[src/rtl/dut_fifo_alu_if.sv]
// dut_fifo_alu_if
//   Method-style bus for dut_fifo_alu: one write channel and one read
//   channel, each selected by an address.
//   Signals:
//     write_address, write_data, write_en : driven by master
//     write_rdy                           : driven by slave
//     read_address, read_en               : driven by master
//     read_data, read_rdy                 : driven by slave
//   Modports: master (bench / wrapper side), slave (design side).
interface dut_fifo_alu_if #(
  parameter int DATA_W = 8,
  parameter int ADDR_W = 3
) ();

  logic [ADDR_W-1:0] write_address;
  logic [DATA_W-1:0] write_data;
  logic              write_en;
  logic              write_rdy;
  logic [ADDR_W-1:0] read_address;
  logic              read_en;
  logic [DATA_W-1:0] read_data;
  logic              read_rdy;

  modport master (
    output write_address, write_data, write_en, read_address, read_en,
    input  write_rdy, read_data, read_rdy
  );

  modport slave (
    input  write_address, write_data, write_en, read_address, read_en,
    output write_rdy, read_data, read_rdy
  );

endinterface

[src/rtl/dut_fifo_alu.sv]
// dut_fifo_alu
//   Two operand FIFOs (A, B) feed a one-stage ALU (OR/AND/XOR/ADD, chosen
//   by a mode register). The ALU result is registered and then pushed into
//   a result FIFO (Y), which is read back through the read channel together
//   with status words.
//   Ports:
//     CLK   : clock, rising edge
//     RST_N : asynchronous active-low reset
//     bus   : dut_fifo_alu_if.slave
//       write map: 4 push A, 5 push B, 6 mode, others ignored
//       read map : 0 A not-full, 1 B not-full, 2 Y not-empty,
//                  3 Y head (pops), 6 mode, 7 Y occupancy, others 0
module dut_fifo_alu #(
  parameter int DATA_W = 8,
  parameter int DEPTH  = 4,
  parameter int ADDR_W = 3
) (
  input  logic           CLK,
  input  logic           RST_N,
  dut_fifo_alu_if.slave  bus
);

  localparam int PTR_W = $clog2(DEPTH);
  localparam int CNT_W = $clog2(DEPTH + 1);

  localparam logic [ADDR_W-1:0] ADDR_A_NF  = ADDR_W'(0);
  localparam logic [ADDR_W-1:0] ADDR_B_NF  = ADDR_W'(1);
  localparam logic [ADDR_W-1:0] ADDR_Y_NE  = ADDR_W'(2);
  localparam logic [ADDR_W-1:0] ADDR_Y_DAT = ADDR_W'(3);
  localparam logic [ADDR_W-1:0] ADDR_A_PUSH = ADDR_W'(4);
  localparam logic [ADDR_W-1:0] ADDR_B_PUSH = ADDR_W'(5);
  localparam logic [ADDR_W-1:0] ADDR_MODE  = ADDR_W'(6);
  localparam logic [ADDR_W-1:0] ADDR_Y_CNT = ADDR_W'(7);

  typedef enum logic [1:0] {
    OP_OR  = 2'd0,
    OP_AND = 2'd1,
    OP_XOR = 2'd2,
    OP_ADD = 2'd3
  } op_e;

  op_e mode;

  logic [DATA_W-1:0] a_mem [DEPTH];
  logic [DATA_W-1:0] b_mem [DEPTH];
  logic [DATA_W-1:0] y_mem [DEPTH];

  logic [PTR_W-1:0] a_wr_ptr, a_rd_ptr;
  logic [PTR_W-1:0] b_wr_ptr, b_rd_ptr;
  logic [PTR_W-1:0] y_wr_ptr, y_rd_ptr;
  logic [CNT_W-1:0] a_cnt, b_cnt, y_cnt;

  logic a_full, b_full, y_empty;
  logic push_a, push_b, wr_mode, pop_y, fire;
  logic res_valid;
  logic [DATA_W-1:0] res_data;
  logic [DATA_W-1:0] alu_out;
  logic [CNT_W:0]    y_pending;

  assign a_full  = (a_cnt == CNT_W'(DEPTH));
  assign b_full  = (b_cnt == CNT_W'(DEPTH));
  assign y_empty = (y_cnt == '0);

  // Write acceptance looks only at registered counts, so a compute pop on
  // the same edge never makes room for a push that was refused.
  always_comb begin
    bus.write_rdy = 1'b1;
    if ((bus.write_address == ADDR_A_PUSH && a_full) ||
        (bus.write_address == ADDR_B_PUSH && b_full)) begin
      bus.write_rdy = 1'b0;
    end
  end

  assign push_a  = bus.write_en && bus.write_rdy && (bus.write_address == ADDR_A_PUSH);
  assign push_b  = bus.write_en && bus.write_rdy && (bus.write_address == ADDR_B_PUSH);
  assign wr_mode = bus.write_en && bus.write_rdy && (bus.write_address == ADDR_MODE);

  assign bus.read_rdy = !((bus.read_address == ADDR_Y_DAT) && y_empty);
  assign pop_y = bus.read_en && bus.read_rdy && (bus.read_address == ADDR_Y_DAT);

  // The in-flight result is counted against Y space so Y can never overflow
  // even though the push lags the compute by one edge.
  assign y_pending = {1'b0, y_cnt} + {{CNT_W{1'b0}}, res_valid};
  assign fire = (a_cnt != '0) && (b_cnt != '0) && (y_pending < (CNT_W+1)'(DEPTH));

  always_comb begin
    case (mode)
      OP_AND:  alu_out = a_mem[a_rd_ptr] & b_mem[b_rd_ptr];
      OP_XOR:  alu_out = a_mem[a_rd_ptr] ^ b_mem[b_rd_ptr];
      OP_ADD:  alu_out = a_mem[a_rd_ptr] + b_mem[b_rd_ptr];
      default: alu_out = a_mem[a_rd_ptr] | b_mem[b_rd_ptr];
    endcase
  end

  // Storage arrays carry no reset; emptiness is defined by the counts.
  always_ff @(posedge CLK) begin
    if (push_a)    a_mem[a_wr_ptr] <= bus.write_data;
    if (push_b)    b_mem[b_wr_ptr] <= bus.write_data;
    if (res_valid) y_mem[y_wr_ptr] <= res_data;
  end

  always_ff @(posedge CLK or negedge RST_N) begin
    if (!RST_N) begin
      a_wr_ptr <= '0;
      a_rd_ptr <= '0;
      a_cnt    <= '0;
    end else begin
      if (push_a) a_wr_ptr <= a_wr_ptr + PTR_W'(1);
      if (fire)   a_rd_ptr <= a_rd_ptr + PTR_W'(1);
      case ({push_a, fire})
        2'b10:   a_cnt <= a_cnt + CNT_W'(1);
        2'b01:   a_cnt <= a_cnt - CNT_W'(1);
        default: a_cnt <= a_cnt;
      endcase
    end
  end

  always_ff @(posedge CLK or negedge RST_N) begin
    if (!RST_N) begin
      b_wr_ptr <= '0;
      b_rd_ptr <= '0;
      b_cnt    <= '0;
    end else begin
      if (push_b) b_wr_ptr <= b_wr_ptr + PTR_W'(1);
      if (fire)   b_rd_ptr <= b_rd_ptr + PTR_W'(1);
      case ({push_b, fire})
        2'b10:   b_cnt <= b_cnt + CNT_W'(1);
        2'b01:   b_cnt <= b_cnt - CNT_W'(1);
        default: b_cnt <= b_cnt;
      endcase
    end
  end

  // One-deep result stage; the op is captured with the mode at fire time,
  // so a later mode write does not affect a result already in flight.
  always_ff @(posedge CLK or negedge RST_N) begin
    if (!RST_N) begin
      res_valid <= 1'b0;
      res_data  <= '0;
    end else begin
      res_valid <= fire;
      if (fire) res_data <= alu_out;
    end
  end

  always_ff @(posedge CLK or negedge RST_N) begin
    if (!RST_N) begin
      y_wr_ptr <= '0;
      y_rd_ptr <= '0;
      y_cnt    <= '0;
    end else begin
      if (res_valid) y_wr_ptr <= y_wr_ptr + PTR_W'(1);
      if (pop_y)     y_rd_ptr <= y_rd_ptr + PTR_W'(1);
      case ({res_valid, pop_y})
        2'b10:   y_cnt <= y_cnt + CNT_W'(1);
        2'b01:   y_cnt <= y_cnt - CNT_W'(1);
        default: y_cnt <= y_cnt;
      endcase
    end
  end

  always_ff @(posedge CLK or negedge RST_N) begin
    if (!RST_N) begin
      mode <= OP_OR;
    end else if (wr_mode) begin
      mode <= op_e'(2'(bus.write_data));
    end
  end

  // Y head reads as zero while Y is empty so stale storage never leaks out.
  always_comb begin
    bus.read_data = '0;
    case (bus.read_address)
      ADDR_A_NF:  bus.read_data = DATA_W'(!a_full);
      ADDR_B_NF:  bus.read_data = DATA_W'(!b_full);
      ADDR_Y_NE:  bus.read_data = DATA_W'(!y_empty);
      ADDR_Y_DAT: bus.read_data = y_empty ? '0 : y_mem[y_rd_ptr];
      ADDR_MODE:  bus.read_data = DATA_W'(mode);
      ADDR_Y_CNT: bus.read_data = DATA_W'(y_cnt);
      default:    bus.read_data = '0;
    endcase
  end

endmodule
[src/flat_wrapper.sv]
// flat-port wrapper written by rule: the top's interface ports become plain ports
module dut_fifo_alu_flat 
#(
  parameter int DATA_W = 8,
  parameter int DEPTH  = 4,
  parameter int ADDR_W = 3
)
  (CLK, RST_N, bus_write_address, bus_write_data, bus_write_en, bus_read_address, bus_read_en, bus_write_rdy, bus_read_data, bus_read_rdy);
  dut_fifo_alu_if #(.DATA_W(DATA_W), .ADDR_W(ADDR_W)) bus_i ();
  input  logic CLK;
  input  logic RST_N;
  input wire logic [$bits(bus_i.write_address)-1:0] bus_write_address;
  input wire logic [$bits(bus_i.write_data)-1:0] bus_write_data;
  input wire logic [$bits(bus_i.write_en)-1:0] bus_write_en;
  input wire logic [$bits(bus_i.read_address)-1:0] bus_read_address;
  input wire logic [$bits(bus_i.read_en)-1:0] bus_read_en;
  output wire logic [$bits(bus_i.write_rdy)-1:0] bus_write_rdy;
  output wire logic [$bits(bus_i.read_data)-1:0] bus_read_data;
  output wire logic [$bits(bus_i.read_rdy)-1:0] bus_read_rdy;
  assign bus_i.write_address = bus_write_address;
  assign bus_i.write_data = bus_write_data;
  assign bus_i.write_en = bus_write_en;
  assign bus_i.read_address = bus_read_address;
  assign bus_i.read_en = bus_read_en;
  assign bus_write_rdy = bus_i.write_rdy;
  assign bus_read_data = bus_i.read_data;
  assign bus_read_rdy = bus_i.read_rdy;
  dut_fifo_alu #(.DATA_W(DATA_W), .DEPTH(DEPTH), .ADDR_W(ADDR_W)) u_core (.CLK(CLK), .RST_N(RST_N), .bus(bus_i));
endmodule
[config.mk]
export PLATFORM = sky130hd
export DESIGN_NAME = dut_fifo_alu_flat
export DESIGN_NICKNAME = d
export VERILOG_FILES = /design/src/rtl/dut_fifo_alu_if.sv /design/src/rtl/dut_fifo_alu.sv /design/src/flat_wrapper.sv
export SDC_FILE = /design/constraint.sdc
export NUM_CORES = 1
export LEC_CHECK = 0
export ABC_AREA = 1
export BUFFER_PORTS_ARGS = -buffer_cell sky130_fd_sc_hd__clkbuf_2
export CAP_MARGIN = 10
export CORE_MARGIN = 1
export CORE_UTILIZATION = 50
export DETAILED_ROUTE_END_ITERATION = 8
export PLACE_DENSITY = 0.8
export SYNTH_ARGS = -nofsm -noshare
export SYNTH_HDL_FRONTEND = slang
export SYNTH_SLANG_ARGS = --single-unit
[constraint.sdc]
create_clock -name CLK -period 2.35 [get_ports CLK]
set_clock_uncertainty 0.05 [all_clocks]
set_input_delay 0.47 -clock CLK [delete_from_list [all_inputs] [get_ports CLK]]
set_output_delay 0.47 -clock CLK [all_outputs]
set_load 0.01 [all_outputs]
==> results of run 1 <==
[metal layers]
metal / global-route usage, % / share of wire (%)
met5: 0 / 0
met4: 9.78 / 2.6
met2: 38.6 / 53
met3: 5.13 / 3.8
met1: 25.2 / 41
[cells in the final DEF (no fill, tap or decap), types with 5 or more instances in the layout]
master	netlist	layout
nand2_1	103	102
edfxtp_1	96	96
inv_1	78	70
nor2_1	50	49
buf_4	1	35
dfrtp_1	32	29
a21oi_1	34	28
o21ai_0	32	28
ha_1	31	26
clkbuf_2	0	23
clkbuf_16	0	17
a32oi_2	0	14
nand3_1	14	14
o22ai_1	9	9
xor2_1	9	9
inv_2	2	8
o21ai_1	5	8
a21oi_2	0	6
nor3_1	7	5
clkbuf_1	3	5
clkinv_1	2	5
buf_6	0	5
[timing repair]
item,4_1_cts,5_1_grt
buffers inserted,2,9
pin swaps,0,11
gates resized for setup,8,55
endpoints found under the setup margin,6,13
[area by class of cell]
type	count	area [um^2]
fill	852	4220
sequential	128	3690
multi-input combinational	338	2210
timing repair buffer	68	469
clock buffer	22	444
inverter	82	320
tap	143	179
clock inverter	9	92.6
[worst max-delay path by stage]
stage / startpoint / to / cells past startpoint
3_5_place_dp: bus_read_address[1] / u_core.y_cnt[2]$_DFFE_PN0P_ / 13
6_report: u_core.a_rd_ptr[0]$_DFFE_PN0P_ / u_core.res_data[4]$_DFFE_PN0P_ / 10
5_1_grt: u_core.b_rd_ptr[0]$_DFFE_PN0P_ / u_core.res_data[5]$_DFFE_PN0P_ / 12
2_1_floorplan: u_core.b_rd_ptr[1]$_DFFE_PN0P_ / u_core.res_data[6]$_DFFE_PN0P_ / 12
4_1_cts: u_core.y_cnt[0]$_DFFE_PN0P_ / u_core.y_cnt[2]$_DFFE_PN0P_ / 12
3_3_place_gp: bus_read_address[1] / u_core.y_cnt[2]$_DFFE_PN0P_ / 13
[cell families (layout without fill, tap and decap cells)]
family	count (synthesis)	in the layout	share of synthesized area [%]
flip-flops	128	128	60.9
AO/OA/AOI/OAI	101	101	10.0
AND/OR/NAND/NOR	189	189	13.2
XOR/XNOR	13	13	1.88
adder cells (fa/ha/maj)	35	35	7.73
buffers and inverters	97	181	6.30
[registers in the layout, summed over array words and instances, names as in the netlist, 3 cells and up]
register,count
u_core.y_cnt,3
u_core.res_data,8
u_core.b_mem,32
u_core.a_mem,32
u_core.a_cnt,3
u_core.y_mem,32
u_core.b_cnt,3
[critical path, stage by stage, from the launching register on]
cell,delay (ns)
dfrtp_2,0.46
inv_4,0.10
nand2_1,0.08
a32oi_2,0.27
ha_2,0.23
inv_1,0.07
fa_2,0.38
o21ai_4,0.16
a21oi_1,0.10
nand3b_1,0.17
a21oi_1,0.14
[per-stage QoR]
stage               util (%)  std cells  setup slack [ns]  hold WS [ns]  area [um^2]
floorplan                  -        563           0.00565         0.124         6060
global placement        56.1        748            0.0301         0.406         6520
detailed placement      56.1        748            -0.140         0.417         6520
CTS                     61.2        781            0.0114         0.114         7110
global route            63.7        790           -0.0972         0.160         7400
finish                  63.7        790            0.0635        0.0973         7400
[power by group through the flow]
stage                     Sequential (mW)  Combinational, mW  Clock [mW]
after floorplan                      3.20               2.76           0
after global placement               3.30               3.38           0
after detailed placement             3.35               3.62           0
after CTS                            3.32               3.77        2.41
after global routing                 3.40               5.10        2.52
final                                3.35               4.53        2.39
==> flow_metrics.tcl, run 1 <==
set metrics [dict create \
    status "complete, but fails checks" \
    violations "DRC" \
    track_usage_pct 21.8 \
    drtAntennaViolNets 0 \
    root_buffer "clkbuf_16" \
    ys_ff_latch 128 \
    reg2reg_to "u_core.res_data[4]$_DFFE_PN0P_" \
    area_growth_pct 22.2 \
    worstPathMaxFanout 6 \
    end_kind "flip-flop" \
    synth_area_mm2 0.00605 \
    routed_wirelength_mm 13.0 \
    post_drt_wl_per_cell_um 16.5 \
    fin_setup_tns_ns 0 \
    routed_via_density 5.51 \
    numCtsBuffers 17 \
    clkSinkCount 128 \
    drv_slew 0 \
    worstPathArrival_ns 2.57 \
    num-nets-final 688 \
    die_y_um 112 \
    clock_path_buffers 2 \
    fmax_mhz 437 \
    yosys_warnings 0 \
    clock_latency_ns 0.41 \
    p_per_area_mw_per_mm2 1390 \
    rsz0062_at_grt "yes" \
    switchingPower_mw 3.96 \
    drive_above_1_share_pct 22.3 \
    drv_cap 0 \
    slew_headroom_pct 45.5 \
    crit_path_start_kind "flip-flop" \
    finalSetupViolations 0 \
    ys_async_sr_fraction_pct 25.0 \
    synth_seq_area_share_pct 60.9 \
    coreArea_mm2 0.0116 \
    synth_top_cell_area_share_pct 47.6 \
    p_leak_nw 3.07 \
    rows 39 \
    clkTransAtPathRegs_ns 0.05 \
    yosysTopAreaCell "edfxtp_1" \
    ios 28 \
    cts_tree "built" \
    period_minus_slack_ns 2.29 \
    ctsHtreeMaxLevel 4 \
    synth_nets 616 \
    fp.dieW_um 112 \
    ys_top_cells_by_area "edfxtp_1 48%, dfrtp_1 13%, ha_1 6.4%" \
    crit_required_ns 2.63 \
    hold_path_class "input port to asynchronous set/reset pin" \
    grt_max_degree 33 \
    ir_drop_mv 0.786 \
    gp_congestion 0.845 \
    hold_violations 0 \
    grt_pass1_wl_mm 21.1 \
    synth_cell_types 33 \
    tightest_slew_ns 0.818 \
    r2r_setup_slack_ns 0.06 \
    power_frac_clock_pct 23.2 \
    grt_antenna_before_repair 0 \
    power.total_mw 10.3 \
    grt_pass1_vias 4407 \
    switching_share_pct 38.6 \
    drc 4 \
    diodes 0 \
    r2r-start "u_core.a_rd_ptr[0]$_DFFE_PN0P_" \
    start_util_pct 52.1 \
    dpl.hpwl_mm 8.33 \
    worst_r2r_path_depth 10 \
    syn-mean-instance-area_um2 10.8 \
    internal_power_mw 6.31 \
    crit_type "flip-flop to flip-flop" \
    drt_iter0_drc 362 \
    ctsHoldBuffers 0 \
    firstDrtPassIters 7 \
    synthCells 563 \
    grt_remaining_overflow 0 \
    num_vias 4353 \
    sequentialPowerShare_pct 32.7 \
    io_buffers 27 \
    combPwrFrac_pct 44.1 \
    synthFlopType "edfxtp_1" \
    synth_edf_count 96 \
    finalCritPeriodShare_pct 97.3 \
    dieArea_mm2 0.0126 \
    synth_common_cells "103 x nand2_1, 96 x edfxtp_1, 78 x inv_1" \
    synth.most_common_cell "nand2_1" \
]
Note: power is estimated with default switching activity, not from simulation.
==> run 2, diff against run 1 <==
- SETUP_SLACK_MARGIN: unset -> 0.3
==> run 2 against run 1 <==
Compared with the run above:
- the run still ends with DRC left
- utilization grew 6.6 points
- via count grew 7.7%
- final area grew 10%
- first-iteration DRC count shrank 7.7%
- sequential power grew 2%
- register-to-register slack is essentially flat
- critical path depth grew 1
- highest routed layer unchanged
- sequential share of layout area shrank 4.6 points
- clock-buffer cell count shrank 3
- combinational power grew 32%
==> flow_metrics.tcl, run 2 (synthesis gave the netlist of run 1 again) <==
set metrics [dict create \
    status "complete, but fails checks" \
    violations "DRC" \
    rows 39 \
    finalCritPeriodShare_pct 96.8 \
    drtAntennaViolNets 0 \
    clkTransAtPathRegs_ns 0.06 \
    crit_path_start_kind "flip-flop" \
    end_kind "flip-flop" \
    ctsHtreeMaxLevel 4 \
    clock_latency_ns 0.42 \
    ir_drop_mv 0.850 \
    drive_above_1_share_pct 37.3 \
    slew_headroom_pct 42.5 \
    crit_type "flip-flop to flip-flop" \
    dpl.hpwl_mm 8.61 \
    worstPathArrival_ns 2.57 \
    die_y_um 112 \
    gp_congestion 0.919 \
    fin_area_mm2 0.00816 \
    root_buffer "clkbuf_16" \
    ctsHoldBuffers 0 \
    grt_pass1_wl_mm 23.1 \
    fmax_mhz 440 \
    grt_remaining_overflow 0 \
    r2r_setup_slack_ns 0.08 \
    tightest_slew_ns 0.862 \
    dpl_cell_area_mm2 0.00655 \
    drc 3 \
    numCtsBuffers 17 \
    drt_iter0_drc 334 \
    io_buffers 27 \
    ios 28 \
    drv_cap 0 \
    coreArea_mm2 0.0116 \
    hold_violations 0 \
    start_util_pct 52.1 \
    final_util_pct 70.3 \
    top_regs "u_core.a_mem x32, u_core.b_mem x32, u_core.y_mem x32" \
    num-nets-final 721 \
    nFillCells 721 \
    grt_antenna_before_repair 0 \
    rsz0062_at_grt "yes" \
    routed_wirelength_mm 15.3 \
    final_cell_mix "96 x edfxtp_1, 83 x nand2_1, 59 x buf_4" \
    firstDrtPassIters 7 \
    drv_slew 0 \
    num_vias 4687 \
    p_leak_nw 3.35 \
    hold_path_class "input port to asynchronous set/reset pin" \
    routed_via_density 5.69 \
    clkSinkCount 128 \
    grt_max_degree 33 \
    grt_pass1_vias 4709 \
    dieArea_mm2 0.0126 \
    fp.dieW_um 112 \
    finalSetupViolations 0 \
    period_minus_slack_ns 2.27 \
    track_usage_pct 24.3 \
    diodes 0 \
    cts_tree "built" \
    crit_required_ns 2.64 \
    p_per_area_mw_per_mm2 1530 \
    power.total_mw 12.5 \
    post_drt_wl_per_cell_um 18.6 \
    clock_path_buffers 2 \
    final_common_cell "edfxtp_1" \
    area_growth_pct 34.8 \
    worstPathMaxFanout 4 \
]
run 2: changes by cell type in the layout (fill, tap and decap cells not counted), sizes merged:
cell	previous run	this run
clkinvlp	2	5
bufinv	2	7
inv	80	78
clkbuf	45	41
buf	45	78
clkinv	7	6
run 2: worst paths after layout:
| check | startpoint | to | cells after the start |
|---|---|---|---|
| worst max-delay path | u_core.a_rd_ptr[0]$_DFFE_PN0P_ | u_core.res_data[4]$_DFFE_PN0P_ | 11 |
| worst min-delay path | RST_N | u_core.a_cnt[0]$_DFFE_PN0P_ | 1 |
| worst max register to register | u_core.a_rd_ptr[0]$_DFFE_PN0P_ | u_core.res_data[4]$_DFFE_PN0P_ | 11 |
| worst min register to register | u_core.res_data[4]$_DFFE_PN0P_ | u_core.y_mem[3][4]$_DFFE_PP_ | 0 |
| max in group asynchronous | RST_N | u_core.a_rd_ptr[0]$_DFFE_PN0P_ | 1 |
| min in group CLK | bus_write_data[6] | u_core.a_mem[3][6]$_DFFE_PP_ | 1 |
run 2: worst max-delay path, stage by stage (launching register included):
cell	delay (ns)
dfrtp_2	0.42
buf_6	0.13
nand2_4	0.05
a32oi_2	0.25
ha_2	0.26
inv_2	0.05
fa_2	0.36
o21ai_2	0.16
buf_4	0.14
a21oi_1	0.05
nand3b_1	0.14
a21oi_1	0.14
run 2: routing by layer:
metal	share of wire [%]	global-route usage [%]	vias to the layer above
met2	54	43.6	222
met3	5.7	5.45	48
met5	0	0	-
met4	3.0	9.87	0
met1	37	28.2	2290
li1	-	-	2127
run 2: per-stage QoR:
stage | cells | hold WS (ns) | setup slack [ns] | TNS (ns)
2_1_floorplan | 563 | 0.124 | 0.174 | 0
3_3_place_gp | 738 | 0.406 | 0.0542 | 0
3_5_place_dp | 738 | 0.411 | -0.0712 | -0.0712
4_1_cts | 813 | 0.114 | 0.0963 | 0
5_1_grt | 824 | 0.178 | -0.00492 | -0.00501
6_report | 824 | 0.109 | 0.0760 | 0
run 2: cell type report:
type / instances / area (um^2) / area share [%]
Clock inverter: 13 / 258 / 3.16
Clock buffer: 19 / 433 / 5.30
Inverter: 82 / 334 / 4.09
Sequential cell: 128 / 3690 / 45.2
Timing Repair Buffer: 100 / 800 / 9.79
Tap cell: 143 / 179 / 2.19
Multi-Input combinational cell: 338 / 2460 / 30.2
Timing Repair inverter: 1 / 5.00 / 0.0613
run 2: report_power, final:
group	total [mW]	switching, mW	internal, mW
logic	5.97	3.29	2.68
registers	3.41	0.426	2.99
clock network	3.07	0.966	2.10
run 2: timing repair:
item,in CTS,in global routing
pin swaps,30,53
buffers inserted,40,11
setup endpoints to repair,20,22
gates resized for setup,82,65
cloned,3,0
